===== config.mk =====
export PLATFORM = sky130hd
export DESIGN_NAME = mem_arbiter
export DESIGN_NICKNAME = d
export VERILOG_FILES = /design/src/rtl/mem_arbiter_pkg.sv /design/src/rtl/mem_arb_timer.sv /design/src/rtl/mem_arbiter.sv
export SDC_FILE = /design/constraint.sdc
export NUM_CORES = 1
export LEC_CHECK = 0
export BUFFER_PORTS_ARGS = -buffer_cell sky130_fd_sc_hd__buf_2
export CAP_MARGIN = 20
export CORE_MARGIN = 4
export CORE_UTILIZATION = 45
export CTS_BUF_LIST = sky130_fd_sc_hd__clkbuf_8
export DETAILED_ROUTE_END_ITERATION = 8
export GPL_TIMING_DRIVEN = 1
export HOLD_SLACK_MARGIN = 0.03
export PLACE_DENSITY_LB_ADDON = 0.12
export SLEW_MARGIN = 25
export SYNTH_ARGS = -nofsm -noshare
export SYNTH_HDL_FRONTEND = slang
export SYNTH_SLANG_ARGS = --single-unit

===== constraint.sdc =====
create_clock -name clk -period 4 [get_ports clk]
set_input_delay 0.4 -clock clk [delete_from_list [all_inputs] [get_ports clk]]
set_output_delay 0.4 -clock clk [all_outputs]
set_load 0.01 [all_outputs]

===== src/rtl/mem_arbiter_pkg.sv =====
// mem_arbiter_pkg
// Shared types and constants for the unified-memory arbiter:
//   - ma_state_t   : arbiter FSM encoding (MA_STATE_LEN bits)
//   - GNT_IF/GNT_DM: grant ids for the fetch and load/store sides
//   - MEM_TIMEOUT  : default ack timeout in cycles
//   - rr_pick      : round-robin winner selection
package mem_arbiter_pkg;

  localparam int MA_STATE_LEN = 2;

  typedef enum logic [MA_STATE_LEN-1:0] {
    MA_IDLE   = 2'd0,
    MA_ACCESS = 2'd1,
    MA_DONE   = 2'd2
  } ma_state_t;

  localparam logic GNT_IF = 1'b0;
  localparam logic GNT_DM = 1'b1;

  localparam int MEM_TIMEOUT = 255;

  // Winner among the pending requesters. On a tie the side that was not
  // granted last wins, so neither side can starve the other.
  function automatic logic rr_pick(input logic if_req, input logic dm_req,
                                   input logic last_grant);
    logic win;
    if (if_req && dm_req) win = (last_grant == GNT_DM) ? GNT_IF : GNT_DM;
    else if (if_req)      win = GNT_IF;
    else                  win = GNT_DM;
    return win;
  endfunction

endpackage


===== src/rtl/mem_arb_timer.sv =====
// mem_arb_timer
// Clear/enable cycle counter guarding a memory access.
// Ports:
//   clk, rst    : clock, asynchronous active-high reset
//   i_clr       : synchronous clear (start of an access)
//   i_en        : count this cycle (access still waiting for ack)
//   o_expired   : this enabled cycle brings the count to TIMEOUT
// The counter saturates at TIMEOUT and never wraps.
module mem_arb_timer #(
  parameter int TIMEOUT = 255
) (
  input  logic clk,
  input  logic rst,
  input  logic i_clr,
  input  logic i_en,
  output logic o_expired
);

  localparam int CNT_W = $clog2(TIMEOUT + 1);
  localparam logic [CNT_W-1:0] LIMIT = CNT_W'(TIMEOUT);
  localparam logic [CNT_W-1:0] LAST  = CNT_W'(TIMEOUT - 1);

  logic [CNT_W-1:0] r_count;

  always_ff @(posedge clk or posedge rst) begin
    if (rst)                          r_count <= '0;
    else if (i_clr)                   r_count <= '0;
    else if (i_en && r_count != LIMIT) r_count <= r_count + 1'b1;
  end

  // Flagged one cycle early so the requester sees mem_req for exactly
  // TIMEOUT cycles: the increment that would reach TIMEOUT ends the access.
  assign o_expired = i_en && (r_count == LAST);

endmodule


===== src/rtl/mem_arbiter.sv =====
// mem_arbiter
// Arbitrates a single-port unified memory between instruction fetch (IF)
// and load/store (DM). One access at a time: IDLE grants, ACCESS holds
// mem_req until mem_ack or timeout, DONE pulses the winner's ready.
// Ports:
//   clk, rst                         : clock, async active-high reset
//   if_req/if_addr/if_rdata/if_ready : fetch side
//   dm_req/dm_we/dm_addr/dm_wdata/dm_rdata/dm_ready : load/store side
//   mem_req/mem_we/mem_addr/mem_wdata/mem_rdata/mem_ack : memory side
//   err       : with ready, the access timed out
//   stall     : some requester is still waiting for its ready
//   dbg_state : current FSM state
// Handshake: a requester raises req and holds it (signals stable at the
// IDLE grant edge) until its one-cycle ready; memory sees mem_req as a level
// held until the single-cycle mem_ack, which is ignored outside ACCESS.
module mem_arbiter
  import mem_arbiter_pkg::*;
#(
  parameter int ADDR_W  = 32,
  parameter int DATA_W  = 32,
  parameter int TIMEOUT = MEM_TIMEOUT
) (
  input  logic                    clk,
  input  logic                    rst,
  input  logic                    if_req,
  input  logic [ADDR_W-1:0]       if_addr,
  output logic [DATA_W-1:0]       if_rdata,
  output logic                    if_ready,
  input  logic                    dm_req,
  input  logic                    dm_we,
  input  logic [ADDR_W-1:0]       dm_addr,
  input  logic [DATA_W-1:0]       dm_wdata,
  output logic [DATA_W-1:0]       dm_rdata,
  output logic                    dm_ready,
  output logic                    mem_req,
  output logic                    mem_we,
  output logic [ADDR_W-1:0]       mem_addr,
  output logic [DATA_W-1:0]       mem_wdata,
  input  logic [DATA_W-1:0]       mem_rdata,
  input  logic                    mem_ack,
  output logic                    err,
  output logic                    stall,
  output logic [MA_STATE_LEN-1:0] dbg_state
);

  ma_state_t         r_state, w_next;
  logic              r_gnt, r_last, r_we, r_err;
  logic [ADDR_W-1:0] r_addr;
  logic [DATA_W-1:0] r_wdata, r_if_rdata, r_dm_rdata;
  logic              w_grant, w_win, w_expired, w_access, w_done;

  assign w_win    = rr_pick(if_req, dm_req, r_last);
  assign w_grant  = (r_state == MA_IDLE) && (if_req || dm_req);
  assign w_access = (r_state == MA_ACCESS);
  assign w_done   = (r_state == MA_DONE);

  mem_arb_timer #(.TIMEOUT(TIMEOUT)) u_timer (
    .clk       (clk),
    .rst       (rst),
    .i_clr     (w_grant),
    .i_en      (w_access && !mem_ack),
    .o_expired (w_expired)
  );

  always_ff @(posedge clk or posedge rst) begin
    if (rst) r_state <= MA_IDLE;
    else     r_state <= w_next;
  end

  always_comb begin
    w_next = r_state;
    case (r_state)
      MA_IDLE:   if (if_req || dm_req)     w_next = MA_ACCESS;
      MA_ACCESS: if (mem_ack || w_expired) w_next = MA_DONE;
      MA_DONE:                             w_next = MA_IDLE;
      default:                             w_next = MA_IDLE;
    endcase
  end

  always_ff @(posedge clk or posedge rst) begin
    if (rst) begin
      r_gnt      <= GNT_IF;
      r_last     <= GNT_DM;
      r_we       <= 1'b0;
      r_err      <= 1'b0;
      r_addr     <= '0;
      r_wdata    <= '0;
      r_if_rdata <= '0;
      r_dm_rdata <= '0;
    end else begin
      if (w_grant) begin
        r_gnt   <= w_win;
        r_last  <= w_win;
        r_we    <= (w_win == GNT_DM) ? dm_we : 1'b0;
        r_addr  <= (w_win == GNT_DM) ? dm_addr : if_addr;
        r_wdata <= (w_win == GNT_DM) ? dm_wdata : '0;
      end
      if (w_access) begin
        // An ack arriving on the expiry cycle still counts as success.
        if (mem_ack) begin
          r_err <= 1'b0;
          if (!r_we) begin
            if (r_gnt == GNT_IF) r_if_rdata <= mem_rdata;
            else                 r_dm_rdata <= mem_rdata;
          end
        end else if (w_expired) begin
          r_err <= 1'b1;
          if (!r_we) begin
            if (r_gnt == GNT_IF) r_if_rdata <= '0;
            else                 r_dm_rdata <= '0;
          end
        end
      end
    end
  end

  assign mem_req   = w_access;
  assign mem_we    = w_access && r_we;
  assign mem_addr  = r_addr;
  assign mem_wdata = r_wdata;

  assign if_ready  = w_done && (r_gnt == GNT_IF);
  assign dm_ready  = w_done && (r_gnt == GNT_DM);
  assign err       = w_done && r_err;
  assign if_rdata  = r_if_rdata;
  assign dm_rdata  = r_dm_rdata;

  assign stall     = (if_req && !if_ready) || (dm_req && !dm_ready);
  assign dbg_state = r_state;

endmodule


==> metrics <==
Num CTS Buffers 17; row count 44; RSZ-0062 raised after global routing false; first-pass GRT wire length about 31,000 microns; Tmin final about 2400 ps; DP Wirelength around 13,000 microns; gpl congestion about 0.87; Critical Path Source Type primary input; post-CTS sizing 0; nets 1,008; Clock Skew between 8 and 9 ps; async set-reset flop share out of synthesis 100%; worst reg-to-reg setup slack approximately 1900 ps; CTS H-tree depth 4; GRT overflow 0; number of endpoints failing setup at the final stage 0; CTS clock-pin slew for the worst setup and hold paths around 80 ps; clk_lat worst skew about 440 ps; post-synthesis sequential area ratio between 50% and 60%; commonest non-fill, non-tap cell in the layout buf_2; starting density of the core between 40% and 50%; Critical Path Fanout Max 36; antenna violations before repair 1; worst-case clock buffer depth 2; total number of vias roughly 6,300; largest net degree at the start of global routing 90; fmax between 400 and 500 MHz; Core Area about 15,000 sq um; outcome complete, no violations; Mapped Area roughly 6700 sq um; CP Capture Type output port; share of layout cells above drive strength 1 ~40%; worst min-delay path class primary input to asynchronous set/reset pin; residual DRC count 0; # Max-Cap Violations 0; peak supply drop roughly 440 uV; I/O pins 270; Yosys reg bits roughly 140; Final period util between 60 and 70%; number of synthesized flops with an enable pin 0; Die X 130 microns; Port Buffers ~270; Crit Path Category primary input to output port; Clock Sinks 142; most frequently used flop master after synthesis dfrtp_1; CTS tree yes; die area ~17,000 sq um; Tot GR Track Use around 23%; DR iter-0 viols 378; Pwr Total roughly 6.4 mW; drt first pass iters 5; critical path required time approximately 3600 ps; critical path arrival roughly 2000 ps; Slew @ Worst Pin approximately 930 ps; Slew headroom 37.8%; synth-to-layout area growth 26.6%; Post-CTS Repair Setup Buffers 0; TNS Setup 0 ps; Fin. Hold Viols 0; total routed wirelength between 15,000 and 20,000 microns; vias in the first global route between 6,000 and 7,000; Routed wire per std cell 18.7 microns; Pleak between 3 and 4 nW; post-synth cell types 47; Die H 130 microns; Vias/cell about 5.9; Hold-fix buffers, CTS 0; Synth warnings 0; Post-Synthesis Cells about 650; power density cells approximately 750 nW/um^2; Syn Nets approximately 800; most frequent cells in the layout 268 x buf_2, 141 x dfrtp_1, 135 x a21oi_1, 99 x a31oi_1, 36 x o21ai_0; Root Buffer Master clkbuf_8; antenna cells 0; average cell area after synthesis 10.3 sq um; final slew viol count 0; Final ANT Viol Nets 0
cells by family after synthesis:
group           Yosys count  share of synthesized area, %
mux                       4                         0.601
buf+inv                  78                          5.52
compound gates          377                          35.6
fa+ha+maj                 2                         0.376
simple gates             42                          4.53
flops                   142                          53.4
area by class of cell:
cell class                      instances  area (sq um)
Fill cell                            1319          6100
Clock buffer                           20           275
Timing Repair Buffer                  282          1450
Clock inverter                         12           143
Multi-Input combinational cell        425          2760
Sequential cell                       142          3550
Tap cell                              184           230
Inverter                                4          18.8
state kept, by name, indices dropped and copies added (netlist names), 2 cells and up:
| register | count |
|---|---|
| if_rdata | 32 |
| mem_wdata | 32 |
| dm_rdata | 32 |
| mem_addr | 32 |
| u_timer.r_count | 8 |
| dbg_state | 2 |
where the power goes:
group	internal (mW)	switching, mW
clock	0.661	0.529
combinational	1.08	1.55
sequential	2.07	0.472
total	3.81	2.55
per-stage QoR:
| step | hold WS [ps] | worst slack, ps | cell area [sq um] | utilization (%) | cells |
|---|---|---|---|---|---|
| floorplan | 477 | 1820 | 6660 | - | 645 |
| global placement | 484 | 1600 | 8000 | 55.0 | 1037 |
| detailed placement | 487 | 1550 | 8000 | 55.0 | 1037 |
| CTS | 113 | 1570 | 8420 | 57.9 | 1069 |
| global route | 131 | 1370 | 8430 | 58.0 | 1069 |
| finish | 122 | 1580 | 8430 | 58.0 | 1069 |
synth_stat cells (2+ instances only):
cell type	count	area share, %
dfrtp_1	141	53
a21oi_1	135	10
a31oi_1	99	9.3
clkbuf_1	37	2.1
o21ai_0	36	2.7
a22o_1	33	4.3
o211ai_1	32	3.6
a21oi_2	30	3.9
buf_2	27	2.0
and2_1	6	0.56
nor2b_1	6	0.56
buf_6	5	0.85
buf_1	4	0.23
mux2i_1	4	0.60
and3_1	3	0.28
inv_1	3	0.17
nand2_1	3	0.17
nand3_1	3	0.23
a211oi_1	2	0.23
a21o_1	2	0.23
a41oi_1	2	0.26
ha_1	2	0.38
nor2_1	2	0.11
nor2_2	2	0.19
nor3b_1	2	0.23
o22ai_1	2	0.19
or2_1	2	0.19
path summary, 6_finish.rpt:
check / start / endpoint / cells past startpoint
max in group asynchronous: rst / dm_rdata[13]$_DFFE_PP0P_ / 4
worst max-delay path: if_req / stall / 4
worst min-delay path: rst / if_rdata[5]$_DFFE_PP0P_ / 3
worst max register to register: dbg_state[1]$_DFFE_PP0P_ / mem_addr[10]$_DFFE_PP0P_ / 4
min in group clk: dm_we / r_we$_DFFE_PP0P_ / 2
worst min register to register: mem_wdata[6]$_DFFE_PP0P_ / mem_wdata[6]$_DFFE_PP0P_ / 1
critical path: stages:
cell	delay (ps)
buf_2	540
inv_1	600
o22ai_1	300
buf_2	160
routing by layer:
| layer | wire, microns | part of all wire (%) | track usage, % |
|---|---|---|---|
| met1 | 8070 | 40 | 30.3 |
| met2 | 9940 | 50 | 37.7 |
| met3 | 1520 | 7.6 | 5.73 |
| met4 | 448 | 2.2 | 8.37 |
| met5 | 13 | 0.065 | 0 |
Note: power is estimated with default switching activity, not from simulation.
